$ cat config.mk
export PLATFORM = sky130hd
export DESIGN_NAME = mcpu_alu_sequencer
export DESIGN_NICKNAME = d
export VERILOG_FILES = /design/src/rtl/mcpu_pkg.sv /design/src/rtl/mcpu_regfile.sv /design/src/rtl/mcpu_alu_sequencer.sv
export SDC_FILE = /design/constraint.sdc
export NUM_CORES = 1
export LEC_CHECK = 0
export CAP_MARGIN = 10
export CELL_PAD_IN_SITES_DETAIL_PLACEMENT = 1
export CELL_PAD_IN_SITES_GLOBAL_PLACEMENT = 2
export CORE_MARGIN = 2
export CORE_UTILIZATION = 25
export CTS_CLUSTER_DIAMETER = 50
export DETAILED_ROUTE_END_ITERATION = 10
export HOLD_SLACK_MARGIN = 0.15
export PLACE_DENSITY_LB_ADDON = 0.1
export SLEW_MARGIN = 20
export SYNTH_ARGS = -nofsm -noshare
export SYNTH_HDL_FRONTEND = slang
export SYNTH_SLANG_ARGS = --single-unit
$ cat constraint.sdc
create_clock -name CLK -period 1.4 [get_ports CLK]
set_clock_uncertainty 0.1 [all_clocks]
set_input_delay 0.21 -clock CLK [delete_from_list [all_inputs] [get_ports CLK]]
set_output_delay 0.21 -clock CLK [all_outputs]
set_load 0.05 [all_outputs]
$ cat src/rtl/mcpu_pkg.sv
// Shared encodings for the micro-CPU ALU sequencer: instruction classes,
// ALU opcodes, FSM states and instruction field layout helpers.
package mcpu_pkg;

  localparam int CLS_W = 2;
  localparam int OP_W  = 2;

  localparam logic [1:0] CLS_ALU   = 2'd0;
  localparam logic [1:0] CLS_LOADI = 2'd1;
  localparam logic [1:0] CLS_NOP   = 2'd2;
  localparam logic [1:0] CLS_HALT  = 2'd3;

  localparam logic [1:0] OP_AND = 2'd0;
  localparam logic [1:0] OP_OR  = 2'd1;
  localparam logic [1:0] OP_XOR = 2'd2;
  localparam logic [1:0] OP_ADD = 2'd3;

  typedef enum logic [2:0] {
    ST_IDLE    = 3'd0,
    ST_OPERAND = 3'd1,
    ST_EXECUTE = 3'd2,
    ST_WRITE   = 3'd3,
    ST_HALTED  = 3'd4
  } state_e;

  // Instruction layout, MSB first: {class, aluop, rd, rs1, rs2}
  function automatic int f_instr_w(input int ra);
    return CLS_W + OP_W + 3 * ra;
  endfunction

  function automatic int f_cls_lsb(input int ra);
    return OP_W + 3 * ra;
  endfunction

  function automatic int f_op_lsb(input int ra);
    return 3 * ra;
  endfunction

  function automatic int f_rd_lsb(input int ra);
    return 2 * ra;
  endfunction

  function automatic int f_rs1_lsb(input int ra);
    return ra;
  endfunction

  function automatic int f_rs2_lsb(input int ra);
    return 0;
  endfunction

endpackage

$ cat src/rtl/mcpu_regfile.sv
// Small register file: two combinational read ports, one debug read port,
// one synchronous write port, synchronous reset to zero.
module mcpu_regfile #(
  parameter int WORD_SIZE     = 2,
  parameter int REG_ADDR_SIZE = 2
) (
  input  logic                     CLK,
  input  logic                     RESET,
  input  logic                     we,
  input  logic [REG_ADDR_SIZE-1:0] waddr,
  input  logic [WORD_SIZE-1:0]     wdata,
  input  logic [REG_ADDR_SIZE-1:0] raddr1,
  output logic [WORD_SIZE-1:0]     rdata1,
  input  logic [REG_ADDR_SIZE-1:0] raddr2,
  output logic [WORD_SIZE-1:0]     rdata2,
  input  logic [REG_ADDR_SIZE-1:0] dbg_addr,
  output logic [WORD_SIZE-1:0]     dbg_data
);

  localparam int NWORDS = 2 ** REG_ADDR_SIZE;

  logic [WORD_SIZE-1:0] mem_q [NWORDS];
  logic [WORD_SIZE-1:0] mem_d [NWORDS];

  // Next contents: hold, or replace the addressed word on a write
  always_comb begin
    for (int i = 0; i < NWORDS; i++) mem_d[i] = mem_q[i];
    if (we) mem_d[waddr] = wdata;
  end

  // Storage update; reset clears every word
  always_ff @(posedge CLK) begin
    for (int i = 0; i < NWORDS; i++) begin
      if (RESET) mem_q[i] <= '0;
      else       mem_q[i] <= mem_d[i];
    end
  end

  assign rdata1   = mem_q[raddr1];
  assign rdata2   = mem_q[raddr2];
  assign dbg_data = mem_q[dbg_addr];

endmodule

$ cat src/rtl/mcpu_alu_sequencer.sv
// Multi-cycle controller for the shared combinational ALU. Takes one
// instruction per valid/ready handshake, reads operands into registered ALU
// inputs, and writes the ALU result (or an immediate) back to the regfile.
module mcpu_alu_sequencer
  import mcpu_pkg::*;
#(
  parameter int CMD_SIZE      = 2,
  parameter int WORD_SIZE     = 2,
  parameter int REG_ADDR_SIZE = 2
) (
  input  logic                          CLK,
  input  logic                          RESET,
  input  logic                          instr_valid,
  output logic                          instr_ready,
  input  logic [4+3*REG_ADDR_SIZE-1:0]  instr,
  input  logic [WORD_SIZE-1:0]          instr_imm,
  output logic [CMD_SIZE-1:0]           alu_opcode,
  output logic [WORD_SIZE-1:0]          alu_r1,
  output logic [WORD_SIZE-1:0]          alu_r2,
  input  logic [WORD_SIZE-1:0]          alu_out,
  input  logic                          alu_overflow,
  output logic                          done,
  output logic [WORD_SIZE-1:0]          result,
  output logic                          overflow_flag,
  output logic                          halted,
  input  logic [REG_ADDR_SIZE-1:0]      dbg_addr,
  output logic [WORD_SIZE-1:0]          dbg_data
);

  localparam int RA      = REG_ADDR_SIZE;
  localparam int CLS_LSB = f_cls_lsb(RA);
  localparam int OP_LSB  = f_op_lsb(RA);
  localparam int RD_LSB  = f_rd_lsb(RA);
  localparam int RS1_LSB = f_rs1_lsb(RA);
  localparam int RS2_LSB = f_rs2_lsb(RA);

  state_e state_q, state_d;

  logic [1:0]           cls_q,  cls_d;
  logic [CMD_SIZE-1:0]  op_q,   op_d;
  logic [RA-1:0]        rd_q,   rd_d;
  logic [RA-1:0]        rs1_q,  rs1_d;
  logic [RA-1:0]        rs2_q,  rs2_d;
  logic [WORD_SIZE-1:0] imm_q,  imm_d;
  logic [CMD_SIZE-1:0]  alu_opcode_q, alu_opcode_d;
  logic [WORD_SIZE-1:0] alu_r1_q, alu_r1_d;
  logic [WORD_SIZE-1:0] alu_r2_q, alu_r2_d;
  logic [WORD_SIZE-1:0] result_q, result_d;
  logic                 ovf_q, ovf_d;
  logic                 done_q, done_d;
  logic                 halted_q, halted_d;

  logic                 hs;
  logic                 rf_we;
  logic [RA-1:0]        rf_waddr;
  logic [WORD_SIZE-1:0] rf_wdata;
  logic [WORD_SIZE-1:0] rf_rd1, rf_rd2;

  logic [1:0]           f_cls;
  logic [CMD_SIZE-1:0]  f_op;
  logic [RA-1:0]        f_rd, f_rs1, f_rs2;

  assign f_cls = instr[CLS_LSB +: 2];
  assign f_op  = instr[OP_LSB  +: CMD_SIZE];
  assign f_rd  = instr[RD_LSB  +: RA];
  assign f_rs1 = instr[RS1_LSB +: RA];
  assign f_rs2 = instr[RS2_LSB +: RA];

  assign hs = instr_valid && instr_ready;

  mcpu_regfile #(
    .WORD_SIZE     (WORD_SIZE),
    .REG_ADDR_SIZE (REG_ADDR_SIZE)
  ) u_regfile (
    .CLK      (CLK),
    .RESET    (RESET),
    .we       (rf_we),
    .waddr    (rf_waddr),
    .wdata    (rf_wdata),
    .raddr1   (rs1_q),
    .rdata1   (rf_rd1),
    .raddr2   (rs2_q),
    .rdata2   (rf_rd2),
    .dbg_addr (dbg_addr),
    .dbg_data (dbg_data)
  );

  // FSM state register; reset abandons any in-flight instruction
  always_ff @(posedge CLK) begin
    if (RESET) state_q <= ST_IDLE;
    else       state_q <= state_d;
  end

  // Next-state: ALU ops take OPERAND+EXECUTE, everything else one WRITE cycle
  always_comb begin
    state_d = state_q;
    case (state_q)
      ST_IDLE:    if (hs) state_d = (f_cls == CLS_ALU) ? ST_OPERAND : ST_WRITE;
      ST_OPERAND: state_d = ST_EXECUTE;
      ST_EXECUTE: state_d = ST_IDLE;
      ST_WRITE:   state_d = (cls_q == CLS_HALT) ? ST_HALTED : ST_IDLE;
      ST_HALTED:  state_d = ST_HALTED;
      default:    state_d = ST_IDLE;
    endcase
  end

  // Outputs and datapath next values per state
  always_comb begin
    instr_ready  = (state_q == ST_IDLE) && !RESET;
    cls_d        = cls_q;
    op_d         = op_q;
    rd_d         = rd_q;
    rs1_d        = rs1_q;
    rs2_d        = rs2_q;
    imm_d        = imm_q;
    alu_opcode_d = alu_opcode_q;
    alu_r1_d     = alu_r1_q;
    alu_r2_d     = alu_r2_q;
    result_d     = result_q;
    ovf_d        = ovf_q;
    done_d       = 1'b0;
    halted_d     = halted_q;
    rf_we        = 1'b0;
    rf_waddr     = rd_q;
    rf_wdata     = alu_out;
    case (state_q)
      ST_IDLE: begin
        if (hs) begin
          cls_d = f_cls;
          op_d  = f_op;
          rd_d  = f_rd;
          rs1_d = f_rs1;
          rs2_d = f_rs2;
          imm_d = instr_imm;
        end
      end
      ST_OPERAND: begin
        // Operands read before any writeback, so rd==rs sees the old value
        alu_r1_d     = rf_rd1;
        alu_r2_d     = rf_rd2;
        alu_opcode_d = op_q;
      end
      ST_EXECUTE: begin
        rf_we    = 1'b1;
        rf_wdata = alu_out;
        result_d = alu_out;
        ovf_d    = (op_q == CMD_SIZE'(OP_ADD)) ? alu_overflow : 1'b0;
        done_d   = 1'b1;
      end
      ST_WRITE: begin
        done_d = 1'b1;
        if (cls_q == CLS_LOADI) begin
          rf_we    = 1'b1;
          rf_wdata = imm_q;
          result_d = imm_q;
        end
        if (cls_q == CLS_HALT) halted_d = 1'b1;
      end
      default: ;
    endcase
  end

  // Datapath and status registers
  always_ff @(posedge CLK) begin
    if (RESET) begin
      cls_q        <= '0;
      op_q         <= '0;
      rd_q         <= '0;
      rs1_q        <= '0;
      rs2_q        <= '0;
      imm_q        <= '0;
      alu_opcode_q <= '0;
      alu_r1_q     <= '0;
      alu_r2_q     <= '0;
      result_q     <= '0;
      ovf_q        <= 1'b0;
      done_q       <= 1'b0;
      halted_q     <= 1'b0;
    end else begin
      cls_q        <= cls_d;
      op_q         <= op_d;
      rd_q         <= rd_d;
      rs1_q        <= rs1_d;
      rs2_q        <= rs2_d;
      imm_q        <= imm_d;
      alu_opcode_q <= alu_opcode_d;
      alu_r1_q     <= alu_r1_d;
      alu_r2_q     <= alu_r2_d;
      result_q     <= result_d;
      ovf_q        <= ovf_d;
      done_q       <= done_d;
      halted_q     <= halted_d;
    end
  end

  assign alu_opcode    = alu_opcode_q;
  assign alu_r1        = alu_r1_q;
  assign alu_r2        = alu_r2_q;
  assign result        = result_q;
  assign overflow_flag = ovf_q;
  assign done          = done_q;
  assign halted        = halted_q;

endmodule

==> results.cfg <==
[synthesis]
synth_seq_cells = 34
yosys.cell_types.count = 28
synth_top_cell_area_share = 0.449
synth-edff-count = 0
synth_area_leaders = dfxtp_1 (45%), mux4_2 (8.9%), nand2_1 (8.7%), nand3b_1 (5.0%), a21oi_1 (3.6%)
async_flop_share = 0
yosys-top-cells-count = nand2_1 (35), dfxtp_1 (34), nor2_1 (12)
synth_most_common_cell = nand2_1
postSynthAreaPerCell_um2 = 9.84
yosysTopAreaCell = dfxtp_1
synth_area_um2 = 1520
dominantRegCellSynth = dfxtp_1
ys_seq_area_frac = 0.449
yosysWarnings = 0
syn_nets = 174
synth_cells = 154

[place]
io_buffers = 33
dpl_cell_area_um2 = 2150
gp_congestion = 0.688
place_ws_ns = -0.355
dp_hpwl_mm = 3.06
dp.cells = 269

[die]
ios = 34
die_h_um = 81.9
initial_core_util = 0.257
die_area_um2 = 6700
die_w_um = 81.9
core_area_um2 = 5890
rows = 28

[clock_network]
clock_latency_ns = 0.28
clock-sinks = 34
tritoncts = done
path_clk_slew_ns = 0.07
root_buffer = clkbuf_8
cts_buffers = 5
clock_path_buffers = 2
htreeDepth = 2
cts_hold_buffers = 0

[pwr]
p_int_mw = 1.62
combPwrFrac = 0.224
p_leak_nw = 0.921
swShare = 0.278
clockPowerShare = 0.301
power_density_nw_per_um2 = 911
power_frac_seq = 0.476
p_total_mw = 2.25
power.switching_mw = 0.626
peakVddDrop_mv = 0.382

[sta]
setup_ws_ns = -0.169
drv_slew = 0
post-route-min-period_ns = 1.57
rsz0062_at_grt = yes
worst_pin_slew_ns = 0.376
setup_viol = 17
finalCritPeriodShare = 1.12
fmax_mhz = 637
relSlewSlack = 0.749
finalHoldViolCount = 0

[outcome]
failed_checks = setup timing
outcome = complete, but fails checks

[critical_path]
slowest_delay_ns = 0.47
critPathMaxFanout = 4
crit_required_ns = 1.09
critical_path_class = flip-flop to output pin
crit_path_cell_trace = mux4_2 > buf_8
start_kind = flip-flop
crit_arrival_ns = 1.26
crit_slowest_cell = mux4_2
r2r_cells = 5
critPathCaptureType = output pin

[worst_hold_path]
worstHoldPathType = primary input to flip-flop
min_path_cells = 3

[layout]
regMostFlops = u_regfile.mem_q
area_delta_synth_final_pct = 62.9
reg_top3 = u_regfile.mem_q x8, state_q x3
drive_gt1_frac = 0.402
largest_reg_flops = 8
finalNetCount = 234
instances_no_fill = 289
stdcell_area_um2 = 2470
antennaDiodeCount = 0

[detailed_routing]
wire_per_inst_um = 15.5
ant_nets = 0
drtIter0Drc = 22
dr.pass1.iters = 4
drt_drc_violations_left = 0
routed_wl_mm = 4.47
vias = 1379
viasPerCell = 4.77

[grt]
track_usage = 0.145
overflow = 0
grt_pass1_vias = 1518
antenna_found_initial = 0
grt_start_max_net_pins = 34
grt_pass1_wl_mm = 7.21

[job]
timing.max_cap.violations = 0
-- cells by family after synthesis --
kind of cell | Yosys count | share of synthesized area
compound gates | 31 | 0.162
mux | 10 | 0.121
simple gates | 66 | 0.224
buf+inv | 13 | 0.0446
flops | 34 | 0.449
-- through the flow --
step,TNS [ns],util,hold slack [ns]
floorplan,-4.55,-,0.194
global placement,-4.07,0.365,0.371
detailed placement,-5.07,0.365,0.390
CTS,-1.26,0.408,0.361
global route,-2.69,0.419,0.378
finish,-1.00,0.419,0.369
-- timing repair --
action / in CTS / in global routing
pin swaps: 12 / 7
endpoints found under the setup margin: 30 / 31
buffers inserted: 9 / 2
gates resized for setup: 31 / 14
cloned: 2 / 0
hold endpoints to repair: 0 / 0
-- per-layer routing --
layer / part of all wire / global-route usage
met1: 0.42 / 0.166
met2: 0.52 / 0.256
met3: 0.046 / 0.0407
met4: 0.013 / 0.0500
met5: 0 / 0
-- final cells by class --
cell class | instances | area, µm²
Sequential cell | 34 | 698
Inverter | 4 | 27.5
Tap cell | 75 | 93.8
Fill cell | 667 | 3420
Timing Repair inverter | 1 | 7.51
Timing Repair Buffer | 61 | 707
Multi-Input combinational cell | 107 | 858
Clock buffer | 7 | 76.3
-- worst paths after layout --
kind,slack [ns],to,from
max,-0.17,dbg_data[0],u_regfile.mem_q[1][0]
min reg2reg,0.39,state_q[1],state_q[2]
max reg2reg,-0.08,u_regfile.mem_q[0][1],state_q[1]
min,0.37,imm_q[1],instr_imm[1]
-- cells in the final DEF, fill, tap and decap left out, types with 2 or more instances in the layout --
master           instances
buf_6                    7
mux4_2                   6
a211oi_2                 3
a2111oi_4                2
a311oi_1                 3
clkbuf_1                 2
a21oi_1                 11
nand2b_4                 3
buf_8                    2
dfxtp_1                 22
a31oi_1                  2
inv_1                    3
clkdlybuf4s50_1         17
nand3b_1                10
clkbuf_8                 5
dfxtp_2                 11
nand2_1                 33
mux2i_4                  3
buf_12                  13
o21ai_0                  2
buf_4                   20
dlygate4sd2_1            2
nor2_1                  12
a211oi_1                 3
-- critical path, delay by kind of cell, from the launching register on --
family                 cells  cell delay [ns]
muxes                      1             0.47
DFF                        1             0.34
buffers and inverters      1             0.17
-- power by group through the flow --
stage	Sequential (mW)	Combinational (mW)	Clock, mW
CTS	1.07	0.481	0.705
detailed placement	1.09	0.421	0
floorplan	1.11	0.197	0
global route	1.08	0.538	0.756
global placement	1.09	0.412	0
finish	1.07	0.503	0.677
Note: power is estimated with default switching activity, not from simulation.
